File: src/rtl/mmx_pkg.sv
// Shared MMX writeback definitions: register file geometry and requester indices.
package mmx_pkg;

  localparam int unsigned MMX_NUM_REGS = 8;
  localparam int unsigned MMX_SEL_W    = 3;
  localparam int unsigned MMX_DATA_W   = 64;

  // Requester index on the shared writeback port.
  typedef enum logic {
    REQ_EXEC = 1'b0,
    REQ_LOAD = 1'b1
  } req_idx_e;

endpackage

File: src/rtl/rr_arbiter2.sv
// Two-input round-robin arbiter: grants the requester that did not win last time
// when both are valid, otherwise whichever one is valid.
module rr_arbiter2 (
  input  logic [1:0] valid,
  input  logic       last_grant,
  output logic [1:0] grant
);

  // One-hot grant selection from the valids and the previous winner.
  always_comb begin
    grant    = '0;
    grant[0] = valid[0] & (~valid[1] | last_grant);
    grant[1] = valid[1] & (~valid[0] | ~last_grant);
  end

endmodule

File: src/rtl/mmx_wb_arbiter.sv
// Shares the MMX register file write port between the execute unit and the
// load path, registers the winning writeback, and tracks pending writes in a
// per-register busy scoreboard for decode hazard stalls.
module mmx_wb_arbiter
  import mmx_pkg::*;
#(
  parameter int unsigned DATA_W = MMX_DATA_W,
  parameter int unsigned SEL_W  = MMX_SEL_W
) (
  input  logic              clk,
  input  logic              reset,
  input  logic              req0_valid,
  input  logic [SEL_W-1:0]  req0_sel,
  input  logic [DATA_W-1:0] req0_data,
  output logic              req0_ready,
  input  logic              req1_valid,
  input  logic [SEL_W-1:0]  req1_sel,
  input  logic [DATA_W-1:0] req1_data,
  output logic              req1_ready,
  input  logic              reserve_valid,
  input  logic [SEL_W-1:0]  reserve_sel,
  input  logic              flush,
  output logic [7:0]        busy,
  output logic              writeback_enable,
  output logic [SEL_W-1:0]  writeback_select,
  output logic [DATA_W-1:0] writeback_data
);

  req_idx_e                   last_grant_q, last_grant_d;
  logic                       wb_en_q, wb_en_d;
  logic [SEL_W-1:0]           wb_sel_q, wb_sel_d;
  logic [DATA_W-1:0]          wb_data_q, wb_data_d;
  logic [MMX_NUM_REGS-1:0]    busy_q, busy_d;

  logic [1:0] grant;
  logic [1:0] accept;
  logic       last_is_load;

  assign last_is_load = (last_grant_q == REQ_LOAD);

  rr_arbiter2 u_arb (
    .valid      ({req1_valid, req0_valid}),
    .last_grant (last_is_load),
    .grant      (grant)
  );

  // Ready is the grant, suppressed during flush and while reset is held.
  always_comb begin
    accept     = grant & {2{~flush & ~reset}};
    req0_ready = accept[0];
    req1_ready = accept[1];
  end

  // Writeback register and round-robin pointer next-state.
  always_comb begin
    last_grant_d = last_grant_q;
    wb_en_d      = 1'b0;
    wb_sel_d     = wb_sel_q;
    wb_data_d    = wb_data_q;
    if (accept[1]) begin
      last_grant_d = REQ_LOAD;
      wb_en_d      = 1'b1;
      wb_sel_d     = req1_sel;
      wb_data_d    = req1_data;
    end else if (accept[0]) begin
      last_grant_d = REQ_EXEC;
      wb_en_d      = 1'b1;
      wb_sel_d     = req0_sel;
      wb_data_d    = req0_data;
    end
  end

  // Scoreboard next-state: clear on writeback first so a same-edge reserve wins.
  always_comb begin
    busy_d = busy_q;
    if (flush) begin
      busy_d = '0;
    end else begin
      if (wb_en_q)       busy_d[wb_sel_q]    = 1'b0;
      if (reserve_valid) busy_d[reserve_sel] = 1'b1;
    end
  end

  // State registers with asynchronous reset; in-flight writeback is dropped.
  always_ff @(posedge clk or posedge reset) begin
    if (reset) begin
      last_grant_q <= REQ_LOAD;
      wb_en_q      <= 1'b0;
      wb_sel_q     <= '0;
      wb_data_q    <= '0;
      busy_q       <= '0;
    end else begin
      last_grant_q <= last_grant_d;
      wb_en_q      <= wb_en_d;
      wb_sel_q     <= wb_sel_d;
      wb_data_q    <= wb_data_d;
      busy_q       <= busy_d;
    end
  end

  // Drive the register file and decode from the registered state.
  always_comb begin
    writeback_enable = wb_en_q;
    writeback_select = wb_sel_q;
    writeback_data   = wb_data_q;
    busy             = busy_q;
  end

endmodule

File: config.mk
export PLATFORM = sky130hd
export DESIGN_NAME = mmx_wb_arbiter
export DESIGN_NICKNAME = d
export VERILOG_FILES = /design/src/rtl/mmx_pkg.sv /design/src/rtl/rr_arbiter2.sv /design/src/rtl/mmx_wb_arbiter.sv
export SDC_FILE = /design/constraint.sdc
export NUM_CORES = 1
export LEC_CHECK = 0
export ABC_AREA = 0
export BUFFER_PORTS_ARGS = -buffer_cell sky130_fd_sc_hd__buf_2
export CAP_MARGIN = 20
export CORE_UTILIZATION = 39
export DETAILED_ROUTE_END_ITERATION = 10
export GPL_TIMING_DRIVEN = 0
export PLACE_DENSITY = 0.86
export SLEW_MARGIN = 0
export SYNTH_ARGS = -nofsm -noshare
export SYNTH_HDL_FRONTEND = slang
export SYNTH_HIERARCHICAL = 1
export SYNTH_SLANG_ARGS = --single-unit
File: constraint.sdc
create_clock -name clk -period 2.15 [get_ports clk]
set_clock_uncertainty 0.15 [all_clocks]
set_input_delay 0 -clock clk [delete_from_list [all_inputs] [get_ports clk]]
set_output_delay 0 -clock clk [all_outputs]
set_load 0.02 [all_outputs]
==> results.py, run 1 <==
metrics = {
    "run_status": {
        "outcome": "aborted with a tool error",
        "haltStage": "clock tree synthesis (4_1_cts)",
        "toolErrorMsg": "[ERROR RSZ-0060] Max buffer count reached.",
    },
    "clocking": {
        "cts_sinks": 77,
        "post_cts_buffers": 0,
        "ctsHoldBuffers": 140,
        "clockBufferDepth": 2,
        "cts_made_buffers": 9,
        "htree_num_levels": 3,
        "root_buffer": "clkbuf_8",
        "cts_resized": 3,
    },
    "synth": {
        "synth.avg_cell_area_um2": 11.3,
        "seq_area_frac_synth_pct": 51.9,
        "synthAdderAreaFrac_pct": 0,
        "syn_area_mm2": 0.00372,
        "synth_cell_type_count": 27,
        "synthCells": 329,
        "synth-edff-count": 0,
        "synth.area.mux_share_pct": 0,
        "ys_ff_latch": 77,
        "async_flop_share_pct": 100,
        "synth_compound_area_share_pct": 38.3,
        "synthFlopType": "dfrtp_1",
        "synth_top_family_by_area": "compound AO/OA/AOI/OAI gates",
        "synthXorXnorAreaFrac_pct": 0,
        "synth_warnings": 6,
        "yosys.area_share.simple_pct": 4.00,
        "synth_fp_nets": 472,
    },
    "placement": {
        "hpwlAfterDp_um": 8960,
        "placed_cell_area_mm2": 0.00501,
        "place.port_buffers": 220,
        "place.gp.congestion": 0.894,
    },
    "die": {
        "ios": 221,
        "start_util_pct": 40.2,
        "die_w_um": 99.6,
        "die_y_um": 99.6,
        "fp-row-count": 35,
    },
}
## stage by stage
step | util, % | instances | setup slack [ns]
after global placement | 53.9 | 678 | -0.890
after floorplan | - | 329 | 0.0350
after detailed placement | 54.2 | 679 | -0.161
## Yosys cell counts, types with 2 or more instances
| master | number | area [um^2] |
|---|---|---|
| a22oi_1 | 38 | 285 |
| a31oi_1 | 3 | 18.8 |
| o31ai_1 | 2 | 15.0 |
| o21ai_0 | 9 | 45.0 |
| dfrtp_1 | 76 | 1900 |
| inv_1 | 6 | 22.5 |
| a21oi_1 | 37 | 185 |
| o22ai_2 | 29 | 363 |
| o22ai_1 | 29 | 181 |
| o2bb2ai_1 | 35 | 307 |
| nand2_1 | 7 | 26.3 |
| buf_2 | 15 | 75.1 |
| or3b_1 | 2 | 17.5 |
| buf_6 | 4 | 45.0 |
| buf_4 | 5 | 37.5 |
| clkbuf_1 | 10 | 37.5 |
| nand3_1 | 4 | 20.0 |
| nand2b_1 | 3 | 18.8 |
| nor2b_1 | 7 | 43.8 |
## cells by family after synthesis
logic type	count (synthesis)
compound gates	185
simple gates	27
buf+inv	40
flops	77
==> run 2: changes to the inputs <==
--- a/config.mk
+++ b/config.mk
@@ -8,10 +8,10 @@
 export ABC_AREA = 0
 export BUFFER_PORTS_ARGS = -buffer_cell sky130_fd_sc_hd__buf_2
 export CAP_MARGIN = 20
-export CORE_UTILIZATION = 39
+export CORE_UTILIZATION = 25
 export DETAILED_ROUTE_END_ITERATION = 10
 export GPL_TIMING_DRIVEN = 0
-export PLACE_DENSITY = 0.86
+export PLACE_DENSITY_LB_ADDON = 0.15
 export SLEW_MARGIN = 0
 export SYNTH_ARGS = -nofsm -noshare
 export SYNTH_HDL_FRONTEND = slang
==> constraint.sdc (replaced) <==
create_clock -name clk -period 2.8 [get_ports clk]
set_clock_uncertainty 0.15 [all_clocks]
set_input_delay 0 -clock clk [delete_from_list [all_inputs] [get_ports clk]]
set_output_delay 0 -clock clk [all_outputs]
set_load 0.02 [all_outputs]
==> run 2 against run 1 <==
  * The flow now finishes without violations
  * Synthesized cell count did not move
  * Synthesized area did not move
==> results.py, run 2 <==
metrics = {
    "detailed_routing": {
        "routed_wl_um": 14500,
        "drc": 0,
        "via_per_inst": 4.83,
        "drtPass1Iterations": 4,
        "vias": 4332,
        "detail_route.wl_per_cell_um": 16.2,
        "drtIter0Drc": 124,
        "antenna_left": 0,
    },
    "die": {
        "dieArea_mm2": 0.0154,
        "core_mm2": 0.0145,
        "start_util_pct": 25.6,
        "die_w_um": 124,
        "die_y_um": 124,
        "ios": 221,
        "fp-row-count": 44,
    },
    "critical_path": {
        "cp_max_fo": 10,
        "endpoint_kind": "flop",
        "worstPathArrival_ns": 2.72,
        "start_kind": "flop",
        "reg2reg_slack_ns": 0.19,
        "critPathRequiredTime_ns": 2.91,
        "worstSetupPathType": "reg -> reg",
    },
    "global_routing": {
        "overflow": 0,
        "grt_max_degree": 54,
        "grt_pass1_wl_um": 21800,
        "grt_usage_pct": 18.7,
        "grt_pass1_vias": 4301,
        "antenna_found_initial": 0,
    },
    "sta": {
        "maxSlewHeadroom_pct": 60.4,
        "tightest_slew_ns": 0.593,
        "setup_violations": 0,
        "hold_viol_final": 0,
        "final-max-slew-violation-count": 0,
        "fmaxAchievable_mhz": 384,
        "grt_setup_unrepaired": "no",
        "period_minus_slack_ns": 2.61,
        "timing.final.ws_setup_ns": 0.193,
        "fin_crit_sh_pct": 93.1,
    },
    "synth": {
        "synthCells": 329,
        "synth.avg_cell_area_um2": 11.3,
        "synth_top_area_share_pct": 51.1,
        "synth-edff-count": 0,
        "netlist_top_cells_area": "dfrtp_1 51%, o22ai_2 9.8%, o2bb2ai_1 8.2%",
        "synth_top_cell_by_area": "dfrtp_1",
        "seq_area_frac_synth_pct": 51.9,
        "synth_warnings": 6,
        "async_flop_share_pct": 100,
        "synth_cell_type_count": 27,
        "yosysMostFrequentCell": "dfrtp_1",
        "ys_ff_latch": 77,
        "synth_commonest_cells": "76 x dfrtp_1, 38 x a22oi_1, 37 x a21oi_1",
        "synth_fp_nets": 472,
        "syn_area_mm2": 0.00372,
        "synthFlopType": "dfrtp_1",
    },
    "placement": {
        "placed_cell_area_mm2": 0.00508,
        "place.gp.congestion": 0.802,
        "hpwlAfterDp_um": 9330,
        "place_ws_ns": 0.338,
        "place.port_buffers": 220,
    },
    "layout": {
        "fin_util_pct": 47.3,
        "layout_common_cells": "234 x buf_2, 147 x dlygate4sd3_1, 76 x dfrtp_1",
        "diodes": 0,
        "fin_nets": 851,
        "largest_reg_flops": 64,
        "areaGrowthSynthToFinish_pct": 84.7,
        "multi_input_area_mm2": 0.00157,
        "layout-drive-gt1-share_pct": 41.4,
        "regArea_mm2": 0.00193,
        "final_area_mm2": 0.00687,
        "final.fill_count": 1380,
        "final_common_cell": "buf_2",
    },
    "clocking": {
        "htree_num_levels": 3,
        "root_buffer": "clkbuf_16",
        "cts_tree": "done",
        "clk_pin_slew_ns": 0.06,
        "clockBufferDepth": 2,
        "cts_sinks": 77,
        "cts_made_buffers": 9,
        "insertion_delay_ns": 0.34,
    },
    "pwr": {
        "ir_drop_mv": 0.300,
        "leakagePower_nw": 3.18,
        "power_density_mw_per_mm2": 641,
    },
    "run_status": {
        "outcome": "finished clean",
    },
    "worst_hold_path": {
        "hold_path.class": "in -> async",
    },
    "flow_run": {
        "cap_violations": 0,
    },
}
==> run 2: cell counts after synthesis <==
Identical to the previous run, type by type.
==> run 2: layer usage <==
metal / track usage [%] / routed length [um]
met2: 32.8 / 7460
met1: 22.5 / 6050
met3: 2.98 / 692
met4: 8.48 / 325
met5: 0 / 0
==> run 2: cells by family (layout without fill, tap and decap cells) <==
family | Yosys count | count (layout) | share of synthesized area, %
AOI/OAI and AO/OA | 185 | 185 | 38.3
buffers and inverters | 40 | 424 | 5.85
DFF | 77 | 77 | 51.9
and+or+nand+nor | 27 | 27 | 4.00
==> run 2: cell type report <==
| type | instances | share of cell area (%) |
|---|---|---|
| timing repair buffer | 368 | 37.9 |
| sequential | 77 | 28.1 |
| multi-input combinational | 212 | 22.9 |
| tap | 184 | 3.35 |
| clock buffer | 9 | 3.28 |
| buffer | 34 | 2.88 |
| clock inverter | 7 | 1.31 |
| inverter | 6 | 0.364 |
==> run 2: power breakdown <==
part / switching [mW] / internal [mW]
combinational: 0.830 / 0.748
clock: 0.477 / 0.776
sequential: 0.204 / 1.37
total: 1.51 / 2.89
==> run 2: per-stage QoR <==
step / instances / hold slack, ns / setup TNS [ns] / power [mW]
2_1_floorplan: 329 / -0.0109 / 0 / 2.43
3_3_place_gp: 733 / 0.0832 / -45.45 / 2.95
3_5_place_dp: 734 / -0.100 / 0 / 2.97
4_1_cts: 897 / 0.103 / 0 / 4.44
5_1_grt: 897 / 0.141 / 0 / 4.65
6_report: 897 / 0.103 / 0 / 4.40
==> run 2: path summary, 6_finish.rpt <==
check | startpoint | to | cells after the start
min in group clk | req1_valid | writeback_data[12]$_DFFE_PP0P_ | 5
min | reset | busy[4]$_DFF_PP0_ | 3
max | last_grant_q$_DFFE_PP1P_ | writeback_data[31]$_DFFE_PP0P_ | 9
max reg2reg | last_grant_q$_DFFE_PP1P_ | writeback_data[31]$_DFFE_PP0P_ | 9
min reg2reg | last_grant_q$_DFFE_PP1P_ | last_grant_q$_DFFE_PP1P_ | 2
max in group asynchronous | reset | last_grant_q$_DFFE_PP1P_ | 4
==> run 2: critical path, stage by stage, from the launching register on <==
cell	delay, ns
dfstp_2	0.54
inv_1	0.04
a21boi_1	0.18
buf_4	0.21
nor2b_1	0.13
buf_2	0.22
clkbuf_4	0.24
a22oi_1	0.09
dlygate4sd3_1	0.59
o2bb2ai_1	0.15
==> run 2: repair_timing <==
action                                 4_1_cts  5_1_grt
buffers inserted                             0        0
hold buffers                               147        0
endpoints found under the hold margin      151        0
setup endpoints to repair                    0       19
gates resized for setup                      0        2
(Power assumes the default switching activity.)
==> run 3: changes to the inputs <==
--- a/config.mk
+++ b/config.mk
@@ -8,7 +8,7 @@
 export ABC_AREA = 0
 export BUFFER_PORTS_ARGS = -buffer_cell sky130_fd_sc_hd__buf_2
 export CAP_MARGIN = 20
-export CORE_UTILIZATION = 25
+export CORE_UTILIZATION = 33
 export DETAILED_ROUTE_END_ITERATION = 10
 export GPL_TIMING_DRIVEN = 0
 export PLACE_DENSITY_LB_ADDON = 0.15
==> run 3 against run 2 <==
  * Synthesized area is the same
  * Synthesized cell count did not move
  * The run now fails in clock tree synthesis (4_1_cts)
==> results.py, run 3 <==
metrics = {
    "clocking": {
        "cts_made_buffers": 9,
        "clockBufferDepth": 2,
        "ctsHoldBuffers": 142,
        "cts_resized": 0,
        "htree_num_levels": 3,
        "post_cts_buffers": 0,
        "root_buffer": "clkbuf_8",
        "cts_sinks": 77,
    },
    "die": {
        "die_y_um": 108,
        "die_w_um": 108,
        "fp-row-count": 38,
        "start_util_pct": 34.2,
        "ios": 221,
    },
    "synth": {
        "async_flop_share_pct": 100,
        "synth_top_area_share_pct": 51.1,
        "synth_cell_type_count": 27,
        "synthCells": 329,
        "seq_area_frac_synth_pct": 51.9,
        "ys_ff_latch": 77,
        "syn_area_mm2": 0.00372,
        "synth_top_cell_by_area": "dfrtp_1",
        "yosysMostFrequentCell": "dfrtp_1",
        "synthFlopType": "dfrtp_1",
        "netlist_top_cells_area": "dfrtp_1 51%, o22ai_2 9.8%, o2bb2ai_1 8.2%",
        "synth_commonest_cells": "76 x dfrtp_1, 38 x a22oi_1, 37 x a21oi_1",
        "synth_warnings": 6,
        "synth_fp_nets": 472,
        "synth-edff-count": 0,
        "synth.avg_cell_area_um2": 11.3,
    },
    "run_status": {
        "outcome": "aborted with a tool error",
        "haltStage": "clock tree synthesis (4_1_cts)",
        "toolErrorMsg": "[ERROR RSZ-0060] Max buffer count reached.",
    },
    "placement": {
        "hpwlAfterDp_um": 8720,
        "place.gp.congestion": 0.805,
        "place.port_buffers": 220,
        "placed_cell_area_mm2": 0.00502,
    },
}
[run 3: logic make-up after synthesis]
logic type             count (synthesis)  share of synthesized area, %
AOI/OAI and AO/OA                    185                          38.3
buffers and inverters                 40                          5.85
and+or+nand+nor                       27                          4.00
DFF                                   77                          51.9
[run 3: through the flow]
step	worst slack, ns	util, %	instances	hold slack [ns]	TNS (ns)
floorplan	0.685	-	329	-0.0109	0
global placement	-0.488	45.9	689	0.0856	-37.04
detailed placement	0.322	46.2	690	-0.0574	0
